==> src/rtl/axi4_master_read_burst_if.sv <==
// AXI4 read-address and read-data channel bundle between a read master and its slave.
interface axi4_master_read_burst_if #(
  parameter int AXI_ADDR_WIDTH = 64,
  parameter int AXI_DATA_WIDTH = 32,
  parameter int AXI_ID_WIDTH   = 4
);
  logic                      AR_READY;
  logic                      AR_VALID;
  logic [AXI_ADDR_WIDTH-1:0] AR_ADDR;
  logic [7:0]                AR_LEN;
  logic [2:0]                AR_SIZE;
  logic [1:0]                AR_BURST;
  logic [AXI_ID_WIDTH-1:0]   AR_ID;
  logic [2:0]                AR_PROT;

  logic [AXI_DATA_WIDTH-1:0] R_DATA;
  logic [1:0]                R_RESP;
  logic                      R_LAST;
  logic [AXI_ID_WIDTH-1:0]   R_ID;
  logic                      R_VALID;
  logic                      R_READY;

  modport master (
    input  AR_READY, R_DATA, R_RESP, R_LAST, R_ID, R_VALID,
    output AR_VALID, AR_ADDR, AR_LEN, AR_SIZE, AR_BURST, AR_ID, AR_PROT, R_READY
  );

  modport slave (
    output AR_READY, R_DATA, R_RESP, R_LAST, R_ID, R_VALID,
    input  AR_VALID, AR_ADDR, AR_LEN, AR_SIZE, AR_BURST, AR_ID, AR_PROT, R_READY
  );
endinterface

==> src/rtl/axi4_master_read_burst.sv <==
// AXI4 INCR read-burst master; R beats pass combinationally to the consumer, which backpressures via R_READY.
// Define AXI_READ_4K_SPLIT_EN to split a burst crossing a 4 KiB boundary into two AR requests.
module axi4_master_read_burst #(
  parameter int AXI_ADDR_WIDTH = 64,
  parameter int AXI_DATA_WIDTH = 32,
  parameter int AXI_ID_WIDTH   = 4,
  parameter int READ_ID        = 0
) (
  input  logic                      clk_i,
  input  logic                      arst_i,
  input  logic [AXI_ADDR_WIDTH-1:0] addr_i,
  input  logic [7:0]                len_i,
  input  logic                      start_read_i,
  output logic                      busy_o,
  output logic [AXI_DATA_WIDTH-1:0] data_o,
  output logic                      data_valid_o,
  input  logic                      data_ready_i,
  output logic                      access_fault_o,
  output logic                      done_o,
  axi4_master_read_burst_if.master  axi
);

  localparam int                        SIZE_LOG2 = $clog2(AXI_DATA_WIDTH / 8);
  localparam logic [AXI_ID_WIDTH-1:0]   RID       = AXI_ID_WIDTH'(READ_ID);
  localparam logic [AXI_ADDR_WIDTH-1:0] LOW_MASK  = AXI_ADDR_WIDTH'(AXI_DATA_WIDTH / 8 - 1);

  typedef enum logic [1:0] {IDLE, AR_SEND, READ, RESP} state_t;

  state_t                    state_q, state_d;
  logic [AXI_ADDR_WIDTH-1:0] ar_addr_q;
  logic [7:0]                ar_len_q;
  logic [7:0]                beat_cnt_q;
  logic                      fault_q;

  logic                      ar_valid, r_ready, dvalid, done, busy;
  logic                      start_acc, beat_acc, last_beat, beat_bad;
  logic [AXI_ADDR_WIDTH-1:0] addr_aligned;
  logic [7:0]                first_len;
  logic                      split_pend;
  logic                      unused_resp_lsb;

  assign addr_aligned    = addr_i & ~LOW_MASK;
  assign start_acc       = (state_q == IDLE) && start_read_i;
  assign beat_acc        = (state_q == READ) && axi.R_VALID && data_ready_i;
  assign last_beat       = (beat_cnt_q == ar_len_q);
  assign beat_bad        = (axi.R_LAST != last_beat) || (axi.R_ID != RID) || axi.R_RESP[1];
  assign unused_resp_lsb = axi.R_RESP[0];

`ifdef AXI_READ_4K_SPLIT_EN
  logic                      split_pend_q;
  logic [AXI_ADDR_WIDTH-1:0] split_addr_q;
  logic [7:0]                split_len_q;
  logic [12:0]               bytes_to_4k;
  logic [12:0]               beats_to_4k;
  logic [8:0]                total_beats;
  logic                      crosses;
  logic [AXI_ADDR_WIDTH-1:0] boundary;

  // Aligned start plus at most 4 KiB of data means at most one crossing.
  assign bytes_to_4k = 13'h1000 - {1'b0, addr_aligned[11:0]};
  assign beats_to_4k = bytes_to_4k >> SIZE_LOG2;
  assign total_beats = {1'b0, len_i} + 9'd1;
  assign crosses     = ({4'b0000, total_beats} > beats_to_4k);
  assign boundary    = {addr_aligned[AXI_ADDR_WIDTH-1:12]
                        + {{(AXI_ADDR_WIDTH-13){1'b0}}, 1'b1}, 12'h000};
  assign first_len   = crosses ? 8'(beats_to_4k - 13'd1) : len_i;
  assign split_pend  = split_pend_q;

  always_ff @(posedge clk_i or posedge arst_i) begin
    if (arst_i) begin
      split_pend_q <= 1'b0;
      split_addr_q <= '0;
      split_len_q  <= '0;
    end else if (start_acc) begin
      split_pend_q <= crosses;
      split_addr_q <= boundary;
      split_len_q  <= 8'(total_beats - beats_to_4k[8:0] - 9'd1);
    end else if (beat_acc && last_beat) begin
      split_pend_q <= 1'b0;
    end
  end
`else
  assign first_len  = len_i;
  assign split_pend = 1'b0;
`endif

  always_ff @(posedge clk_i or posedge arst_i) begin
    if (arst_i) state_q <= IDLE;
    else        state_q <= state_d;
  end

  always_comb begin
    state_d  = state_q;
    ar_valid = 1'b0;
    r_ready  = 1'b0;
    dvalid   = 1'b0;
    done     = 1'b0;
    busy     = 1'b1;
    case (state_q)
      IDLE: begin
        busy = 1'b0;
        if (start_read_i) state_d = AR_SEND;
      end
      AR_SEND: begin
        ar_valid = 1'b1;
        if (axi.AR_READY) state_d = READ;
      end
      READ: begin
        r_ready = data_ready_i;
        dvalid  = axi.R_VALID;
        // A pending second half of a split burst loops back for another AR.
        if (beat_acc && last_beat) state_d = split_pend ? AR_SEND : RESP;
      end
      RESP: begin
        done    = 1'b1;
        state_d = IDLE;
      end
      default: state_d = IDLE;
    endcase
  end

  always_ff @(posedge clk_i or posedge arst_i) begin
    if (arst_i) begin
      ar_addr_q  <= '0;
      ar_len_q   <= '0;
      beat_cnt_q <= '0;
      fault_q    <= 1'b0;
    end else if (start_acc) begin
      ar_addr_q  <= addr_aligned;
      ar_len_q   <= first_len;
      beat_cnt_q <= '0;
      fault_q    <= 1'b0;
    end else if (beat_acc) begin
      fault_q <= fault_q | beat_bad;
      if (last_beat) begin
        beat_cnt_q <= '0;
`ifdef AXI_READ_4K_SPLIT_EN
        if (split_pend_q) begin
          ar_addr_q <= split_addr_q;
          ar_len_q  <= split_len_q;
        end
`endif
      end else begin
        beat_cnt_q <= beat_cnt_q + 8'd1;
      end
    end
  end

  assign axi.AR_VALID = ar_valid;
  assign axi.AR_ADDR  = ar_addr_q;
  assign axi.AR_LEN   = ar_len_q;
  assign axi.AR_SIZE  = 3'(SIZE_LOG2);
  assign axi.AR_BURST = 2'b01;
  assign axi.AR_ID    = RID;
  assign axi.AR_PROT  = 3'b000;
  assign axi.R_READY  = r_ready;

  assign data_o         = axi.R_DATA;
  assign data_valid_o   = dvalid;
  assign done_o         = done;
  assign busy_o         = busy;
  assign access_fault_o = fault_q;

endmodule

==> src/flat_wrapper.sv <==
// flat-port wrapper written by rule: the top's interface ports become plain ports
module axi4_master_read_burst_flat 
#(
  parameter int AXI_ADDR_WIDTH = 64,
  parameter int AXI_DATA_WIDTH = 32,
  parameter int AXI_ID_WIDTH   = 4,
  parameter int READ_ID        = 0
)
  (clk_i, arst_i, addr_i, len_i, start_read_i, busy_o, data_o, data_valid_o, data_ready_i, access_fault_o, done_o, axi_AR_READY, axi_R_DATA, axi_R_RESP, axi_R_LAST, axi_R_ID, axi_R_VALID, axi_AR_VALID, axi_AR_ADDR, axi_AR_LEN, axi_AR_SIZE, axi_AR_BURST, axi_AR_ID, axi_AR_PROT, axi_R_READY);
  axi4_master_read_burst_if #(.AXI_ADDR_WIDTH(AXI_ADDR_WIDTH), .AXI_DATA_WIDTH(AXI_DATA_WIDTH), .AXI_ID_WIDTH(AXI_ID_WIDTH)) axi_i ();
  input  logic clk_i;
  input  logic arst_i;
  input  logic [AXI_ADDR_WIDTH-1:0] addr_i;
  input  logic [7:0] len_i;
  input  logic start_read_i;
  output logic busy_o;
  output logic [AXI_DATA_WIDTH-1:0] data_o;
  output logic data_valid_o;
  input  logic data_ready_i;
  output logic access_fault_o;
  output logic done_o;
  input wire logic [$bits(axi_i.AR_READY)-1:0] axi_AR_READY;
  input wire logic [$bits(axi_i.R_DATA)-1:0] axi_R_DATA;
  input wire logic [$bits(axi_i.R_RESP)-1:0] axi_R_RESP;
  input wire logic [$bits(axi_i.R_LAST)-1:0] axi_R_LAST;
  input wire logic [$bits(axi_i.R_ID)-1:0] axi_R_ID;
  input wire logic [$bits(axi_i.R_VALID)-1:0] axi_R_VALID;
  output wire logic [$bits(axi_i.AR_VALID)-1:0] axi_AR_VALID;
  output wire logic [$bits(axi_i.AR_ADDR)-1:0] axi_AR_ADDR;
  output wire logic [$bits(axi_i.AR_LEN)-1:0] axi_AR_LEN;
  output wire logic [$bits(axi_i.AR_SIZE)-1:0] axi_AR_SIZE;
  output wire logic [$bits(axi_i.AR_BURST)-1:0] axi_AR_BURST;
  output wire logic [$bits(axi_i.AR_ID)-1:0] axi_AR_ID;
  output wire logic [$bits(axi_i.AR_PROT)-1:0] axi_AR_PROT;
  output wire logic [$bits(axi_i.R_READY)-1:0] axi_R_READY;
  assign axi_i.AR_READY = axi_AR_READY;
  assign axi_i.R_DATA = axi_R_DATA;
  assign axi_i.R_RESP = axi_R_RESP;
  assign axi_i.R_LAST = axi_R_LAST;
  assign axi_i.R_ID = axi_R_ID;
  assign axi_i.R_VALID = axi_R_VALID;
  assign axi_AR_VALID = axi_i.AR_VALID;
  assign axi_AR_ADDR = axi_i.AR_ADDR;
  assign axi_AR_LEN = axi_i.AR_LEN;
  assign axi_AR_SIZE = axi_i.AR_SIZE;
  assign axi_AR_BURST = axi_i.AR_BURST;
  assign axi_AR_ID = axi_i.AR_ID;
  assign axi_AR_PROT = axi_i.AR_PROT;
  assign axi_R_READY = axi_i.R_READY;
  axi4_master_read_burst #(.AXI_ADDR_WIDTH(AXI_ADDR_WIDTH), .AXI_DATA_WIDTH(AXI_DATA_WIDTH), .AXI_ID_WIDTH(AXI_ID_WIDTH), .READ_ID(READ_ID)) u_core (.clk_i(clk_i), .arst_i(arst_i), .addr_i(addr_i), .len_i(len_i), .start_read_i(start_read_i), .busy_o(busy_o), .data_o(data_o), .data_valid_o(data_valid_o), .data_ready_i(data_ready_i), .access_fault_o(access_fault_o), .done_o(done_o), .axi(axi_i));
endmodule
==> config.mk <==
export PLATFORM = sky130hd
export DESIGN_NAME = axi4_master_read_burst_flat
export DESIGN_NICKNAME = d
export VERILOG_FILES = /design/src/rtl/axi4_master_read_burst_if.sv /design/src/rtl/axi4_master_read_burst.sv /design/src/flat_wrapper.sv
export SDC_FILE = /design/constraint.sdc
export NUM_CORES = 1
export LEC_CHECK = 0
export ABC_AREA = 1
export CORE_MARGIN = 1
export CORE_UTILIZATION = 37
export DETAILED_ROUTE_END_ITERATION = 8
export PLACE_DENSITY = 0.86
export SYNTH_ARGS = -nofsm -noshare
export SYNTH_HDL_FRONTEND = slang
export SYNTH_SLANG_ARGS = --single-unit
==> constraint.sdc <==
create_clock -name clk_i -period 3.6 [get_ports clk_i]
set_input_delay 0.72 -clock clk_i [delete_from_list [all_inputs] [get_ports clk_i]]
set_output_delay 0.72 -clock clk_i [all_outputs]
set_load 0.01 [all_outputs]
=== Word level (Yosys, flattened, before mapping) ===
Index checks and enable logic that the tools add are counted.

* Logic and storage cells: 39
* Output and inout bits: 122
* Register bits after elaboration: 81
* Bits of input ports: 117

* Mux-type cells: 14
* Bitwise logic cells: 1
* Reduce and logical (&&, ||, !) cells: 10
* Equality and inequality tests: 8
* Add/sub/neg operators: 1

{| class="wikitable"
|+ Operators by type and width
! operator !! count
|-
| $mux W8 || 3
|-
| $add A8 B1 Y8 const B || 1
|-
| $eq A8 B8 Y1 || 1
|-
| $pmux W2 S4 || 1
|-
| $mux W1 || 7
|-
| $mux W2 || 3
|-
| $ne A2 B2 Y1 const B || 3
|-
| $eq A2 B2 Y1 const B || 2
|-
| $logic_and A1 B1 Y1 || 4
|-
| $reduce_bool A4 Y1 || 1
|-
| $reduce_and A3 Y1 || 1
|-
| $eq A2 B1 Y1 const B || 1
|-
| $logic_not A2 Y1 || 1
|-
| $logic_or A1 B1 Y1 || 2
|-
| $reduce_bool A2 Y1 || 1
|-
| $ne A1 B1 Y1 || 1
|-
| $or A1 B1 Y1 || 1
|}

=== Longest topological paths before layout ===
Gate-level depths: netlist of run 1.

* Depth in word-level cells: 7
* Gate-level depth with buffers: 10
* Gate-level depth less buffers: 10

=== Worst setup path after synthesis of run 1 ===
No wires, ideal clock.

* Path type: in2out
* Start: in data_ready_i
* End: out axi_R_READY
* Cell stages on the path: 2
* Path buffers: 0
* Slack: 2024 ps
* Arrival time: 856 ps
* Data required time: 2880 ps
* Path through: nand2_1 -> inv_1

* Cells in the longest elaborated chain, start to end: 1

{| class="wikitable"
|+ RTL lines
! item !! RTL line !! source
|-
| start: declaration || flat_wrapper.sv:19 || <nowiki>input logic data_ready_i;</nowiki>
|-
| $mux W1 || axi4_master_read_burst.sv:99 || <nowiki>case (state_q)</nowiki>
|-
| end: declaration || flat_wrapper.sv:35 || <nowiki>output wire logic [$bits(axi_i.R_READY)-1:0] axi_R_READY;</nowiki>
|}

No other way between the ends.

=== Worst setup path after layout of run 1 ===
* Start: in axi_R_VALID
* End: out data_valid_o

* Cells in the longest elaborated chain, start to end: 1

{| class="wikitable"
|+ RTL lines
! item !! RTL line !! source
|-
| start: declaration || flat_wrapper.sv:27 || <nowiki>input wire logic [$bits(axi_i.R_VALID)-1:0] axi_R_VALID;</nowiki>
|-
| $mux W1 || axi4_master_read_burst.sv:99 ||
|-
| end: declaration || flat_wrapper.sv:18 || <nowiki>output logic data_valid_o;</nowiki>
|}

No other way between the ends.

==> results.ini, run 1 <==
[outcome]
outcome = completed

[worst_hold_path]
holdPathStages = 2
hp-class = flip-flop to flip-flop
min_to = u_core.axi.AR_ADDR[30]
min_from = u_core.axi.AR_ADDR[30]

[placement]
portBuffers = 157
placed_cell_area_mm2 = 0.005229
post-place-ws_ps = 1037
placedCellCount = 709
hpwl_um = 6917
gp_congestion = 0.8290

[clock_tree]
insertion_delay_ps = 350
numCtsBuffers = 9
numClockSinks = 81
cts_tree = yes
cts_setup_buffers = 0
path_clk_slew_ps = 70
htree_num_levels = 3
hold_buffers = 0
cts-root-buf = clkbuf_8
cts_resized = 0
clk_path_buf_depth = 2

[critical_path]
r2r-end = u_core.axi.AR_ADDR[43]
worstSetupPathType = primary input to output port
crit_fanout = 2
worstReg2RegStart = u_core.state_q[0]
r2r_cells = 7
start_kind = primary input
crit_required_ps = 2880
rrSetupSlack_ps = 1650
endpoint_kind = output port
critPathArrivalTime_ps = 1840

[layout]
fin_util_pct = 54.66
fin_area_mm2 = 0.005391
fin_cells = 724
n_antenna_cell = 0
seqCellArea_mm2 = 0.002027
layout_commonest_cell = nand2_1
num-fill-cells = 862
drive_gt1_share_pct = 4.907
area_growth_pct = 41.23
multi_input_area_mm2 = 0.001323
layout_common_cells = nand2_1 (235), clkdlybuf4s50_1 (157), dfrtp_1 (81)
final_nets = 709

[synth]
synth_area_mm2 = 0.003817
synth_cells = 465
avgSynthCellArea_um2 = 8.209
synthFlopType = dfrtp_1
async_flop_share_pct = 100.0
ys_warn_count = 0
synth_edf_count = 0
synth_top_cell_area_share_pct = 53.10
synth.ff_latch_count = 81
ys_seq_area_share_pct = 53.10
yosysTopAreaCell = dfrtp_1
synth_cell_types = 27
synth.area.top_cells = dfrtp_1 (53%), nand2_1 (23%), buf_4 (9.2%), inv_1 (2.5%), ha_1 (1.6%)

[routing]
drtIter0Drc = 246
ant_nets = 0
drtPass1Iterations = 4
wl_per_cell_um = 13.00
vias_per_cell = 4.521
drt_wl_total_um = 9411
drcViolationCount = 0
vias = 3273

[sta]
skew_ps = 5.271
setup_viol = 0
finalHoldViolations = 0
period_needed_ps = 2563
tightest_slew_ps = 590.8
finalMaxSlewViolations = 0
finalWorstSetupSlack_ps = 1037
maxSlewHeadroom_pct = 60.61
fin_crit_sh_pct = 71.20
fin_setup_tns_ps = 0
timing.fmax_mhz = 390.2
rsz0062_at_grt = false

[global_routing]
overflow = 0
grt_max_degree = 58
grt_pass1_wl_um = 15800
grt_usage_pct = 18.42
antenna_found_initial = 0
grt_pass1_vias = 3342

[die]
dieWidth_um = 103.6
initial_utilization_pct = 38.70
core_mm2 = 0.009864
die_height_um = 103.6
die_area_mm2 = 0.01073
io_pins = 239
core.rowCount = 36

[power]
max-vdd-ir-drop_mv = 0.3983
p_per_area_mw_per_mm2 = 783.9
power.leakage_nw = 2.692

[flow_run]
maxCapViolCount = 0

## how the worst max path moves through the flow
stage | startpoint | endpoint | slack, ps | cells after the start
final | axi_R_VALID | data_valid_o | 1040 | 4
after global routing | u_core.state_q[0] | axi_R_READY | 970 | 5
after CTS | axi_R_VALID | data_valid_o | 1030 | 4
after detailed placement | axi_R_VALID | data_valid_o | 1040 | 4
after global placement | axi_R_VALID | data_valid_o | 1030 | 4
after floorplan | arst_i | u_core.access_fault_o | 800 | 1
## cell usage after synthesis, types with 2 or more instances
| library cell | count |
|---|---|
| xnor2_1 | 3 |
| nand2_1 | 235 |
| nand3_1 | 9 |
| dfrtp_1 | 81 |
| conb_1 | 2 |
| inv_1 | 25 |
| xor2_1 | 2 |
| nor2_1 | 4 |
| nor2_2 | 2 |
| or2_1 | 2 |
| buf_4 | 47 |
| nor3_1 | 2 |
| nand2_2 | 4 |
| ha_1 | 5 |
| a21oi_1 | 7 |
| buf_2 | 5 |
| nand4_1 | 4 |
| o21ai_0 | 8 |
| clkbuf_1 | 10 |
## per-stage QoR
stage	hold WS [ps]	total power [mW]
finish	479.6	4.226
detailed placement	464.5	3.669
global placement	460.9	3.583
global route	500.4	4.542
CTS	484.7	4.277
floorplan	489.1	2.590
## cells by family (layout without fill, tap and decap cells)
kind of cell    count (synthesis)  count (layout)  share of synthesized area (%)
flops                          81              81                          53.10
other cells                     2              14                         0.1967
compound gates                 19              19                          2.917
fa+ha+maj                       5               5                          1.639
simple gates                  265             265                          27.56
buf+inv                        88             202                          13.44
xor+xnor                        5               5                          1.147
## critical path, cell delays in order
cell	delay, ps
clkdlybuf4s50_1	480
nand2_1	60
inv_1	60
clkdlybuf4s50_1	520
## where the power goes
part | internal (mW) | leakage [nW] | total [mW] | switching, mW
Clock | 0.264 | 0.0822 | 0.584 | 0.320
Combinational | 1.06 | 1.59 | 2.06 | 1.00
Sequential | 1.32 | 1.02 | 1.58 | 0.262
Total | 2.64 | 2.69 | 4.23 | 1.59
## registers in the layout, indices dropped and copies added (netlist names)
| register | flops |
|---|---|
| u_core.axi.AR_ADDR | 62 |
| u_core.axi.AR_LEN | 8 |
| u_core.state_q | 2 |
| u_core.beat_cnt_q | 8 |
| u_core.access_fault_o | 1 |
## cell type report
type | instances | area share, %
Inverter | 26 | 1.833
Multi-Input combinational cell | 308 | 24.53
Timing Repair Buffer | 161 | 29.94
Tap cell | 133 | 3.087
Sequential cell | 81 | 37.60
Clock inverter | 3 | 0.3249
Clock buffer | 12 | 2.692
## metal layers
layer	global-route usage (%)	wire, um	vias up
li1	-	-	1591
met1	21.01	3647	1507
met2	31.45	4682	140
met3	4.972	788	35
met4	9.834	293	0
met5	0	0	-
No activity file was read; power rests on OpenSTA's default activity.
==> run 2: changes to the inputs <==
==> constraint.sdc (replaced) <==
create_clock -name clk_i -period 2.6 [get_ports clk_i]
set_input_delay 0.52 -clock clk_i [delete_from_list [all_inputs] [get_ports clk_i]]
set_output_delay 0.52 -clock clk_i [all_outputs]
set_load 0.01 [all_outputs]
==> results.ini, run 2 (synthesized netlist as in run 1, its figures left out) <==
[routing]
wl_per_cell_um = 13.06
drt_wl_total_um = 9491
vias_per_cell = 4.516
drtIter0Drc = 92
drcViolationCount = 0
drtPass1Iterations = 4
vias = 3283
ant_nets = 0

[clock_tree]
cts_tree = yes
htree_num_levels = 3
cts_setup_buffers = 0
path_clk_slew_ps = 90
cts_resized = 0
insertion_delay_ps = 340
cts-root-buf = clkbuf_8
clk_path_buf_depth = 2
numCtsBuffers = 9
hold_buffers = 0
numClockSinks = 81

[power]
p_per_area_mw_per_mm2 = 1100
power.leakage_nw = 2.715
max-vdd-ir-drop_mv = 0.5812

[global_routing]
grt_pass1_wl_um = 15580
grt_pass1_vias = 3300
overflow = 0
grt_usage_pct = 18.21
antenna_found_initial = 1
grt_max_degree = 82

[die]
die_area_mm2 = 0.01073
core.rowCount = 36
dieWidth_um = 103.6
die_height_um = 103.6
initial_utilization_pct = 38.70
core_mm2 = 0.009864
io_pins = 239

[layout]
layout_commonest_cell = nand2_1
layout_common_cells = nand2_1 (235), clkdlybuf4s50_1 (157), dfrtp_1 (81)
drive_gt1_share_pct = 5.396
num-fill-cells = 871
area_growth_pct = 42.71
final_nets = 710
fin_util_pct = 55.23
largest_reg_flops = 62

[sta]
timing.fmax_mhz = 430.1
finalMaxSlewViolations = 0
finalWorstSetupSlack_ps = 275.1
period_needed_ps = 2325
fin_crit_sh_pct = 89.42
setup_viol = 0
fin_setup_tns_ps = 0
skew_ps = 8.939
fin_hold_ws_ps = 479.9
rsz0062_at_grt = false
finalHoldViolations = 0

[critical_path]
crit_start = u_core.state_q[0]
r2r-end = u_core.beat_cnt_q[5]
crit_required_ps = 2080
worstSetupPathType = flip-flop to output port
worstReg2RegStart = u_core.state_q[0]
critical_path.endpoint = axi_R_READY
critPathArrivalTime_ps = 1800
start_kind = flip-flop
endpoint_kind = output port
r2r_cells = 8
crit_fanout = 4
rrSetupSlack_ps = 750

[worst_hold_path]
hp-class = flip-flop to flip-flop

[placement]
portBuffers = 157
post-place-ws_ps = 445.4
gp_congestion = 0.8475
hpwl_um = 6914

[flow_run]
maxCapViolCount = 0

[outcome]
outcome = completed

run 2: cell count changes in the layout (fill, tap and decap cells not counted):
cell / before / now
diode_2: 0 / 1
bufinv_16: 0 / 1
clkbuf_8: 10 / 11
clkinv_4: 0 / 1
buf_4: 3 / 4
clkinvlp_4: 1 / 2
clkinv_2: 3 / 1
clkbuf_1: 2 / 1
run 2: final cells by class:
class	instances	area, um2	area share [%]
tap	133	166.4	3.055
clock buffer	12	155.1	2.848
timing repair buffer	162	1622	29.77
inverter	26	101.3	1.860
antenna	1	2.502	0.04593
clock inverter	4	51.30	0.9417
multi-input combinational	308	1323	24.28
sequential	81	2027	37.21
run 2: stage by stage:
step | instances | cell area, um2 | total power [mW]
floorplan | 477 | 3866 | 3.587
global placement | 710 | 5239 | 4.970
detailed placement | 710 | 5239 | 5.087
CTS | 726 | 5445 | 6.065
global route | 726 | 5445 | 6.445
finish | 727 | 5448 | 5.994
run 2: worst min-delay path by stage:
stage                           startpoint                     end  cells after the start
floorplan                u_core.state_q[1]       u_core.state_q[1]                      2
global placement    u_core.axi.AR_ADDR[36]  u_core.axi.AR_ADDR[36]                      2
detailed placement  u_core.axi.AR_ADDR[14]  u_core.axi.AR_ADDR[14]                      2
CTS                 u_core.axi.AR_ADDR[35]  u_core.axi.AR_ADDR[35]                      2
global route        u_core.axi.AR_ADDR[14]  u_core.axi.AR_ADDR[14]                      2
finish              u_core.axi.AR_ADDR[35]  u_core.axi.AR_ADDR[35]                      2
run 2: where the power goes:
group / total [mW] / leakage (nW) / internal [mW] / switching, mW
clock: 0.951 / 0.103 / 0.497 / 0.454
combinational: 2.84 / 1.59 / 1.46 / 1.37
sequential: 2.20 / 1.02 / 1.83 / 0.376
total: 5.99 / 2.72 / 3.79 / 2.20
run 2: worst max-delay path, stage by stage, from the launching register on:
cell,delay [ps]
dfrtp_1,420
inv_1,100
ha_1,260
nand2_1,80
inv_1,70
clkdlybuf4s50_1,520
run 2: per-layer routing:
layer	routed length, um	global-route usage (%)	share of wire (%)	vias to the layer above
met3	844	7.174	8.9	25
met5	0	0	0	-
li1	-	-	-	1592
met2	4736	30.44	50	137
met4	187	6.729	2.0	0
met1	3722	21.04	39	1529
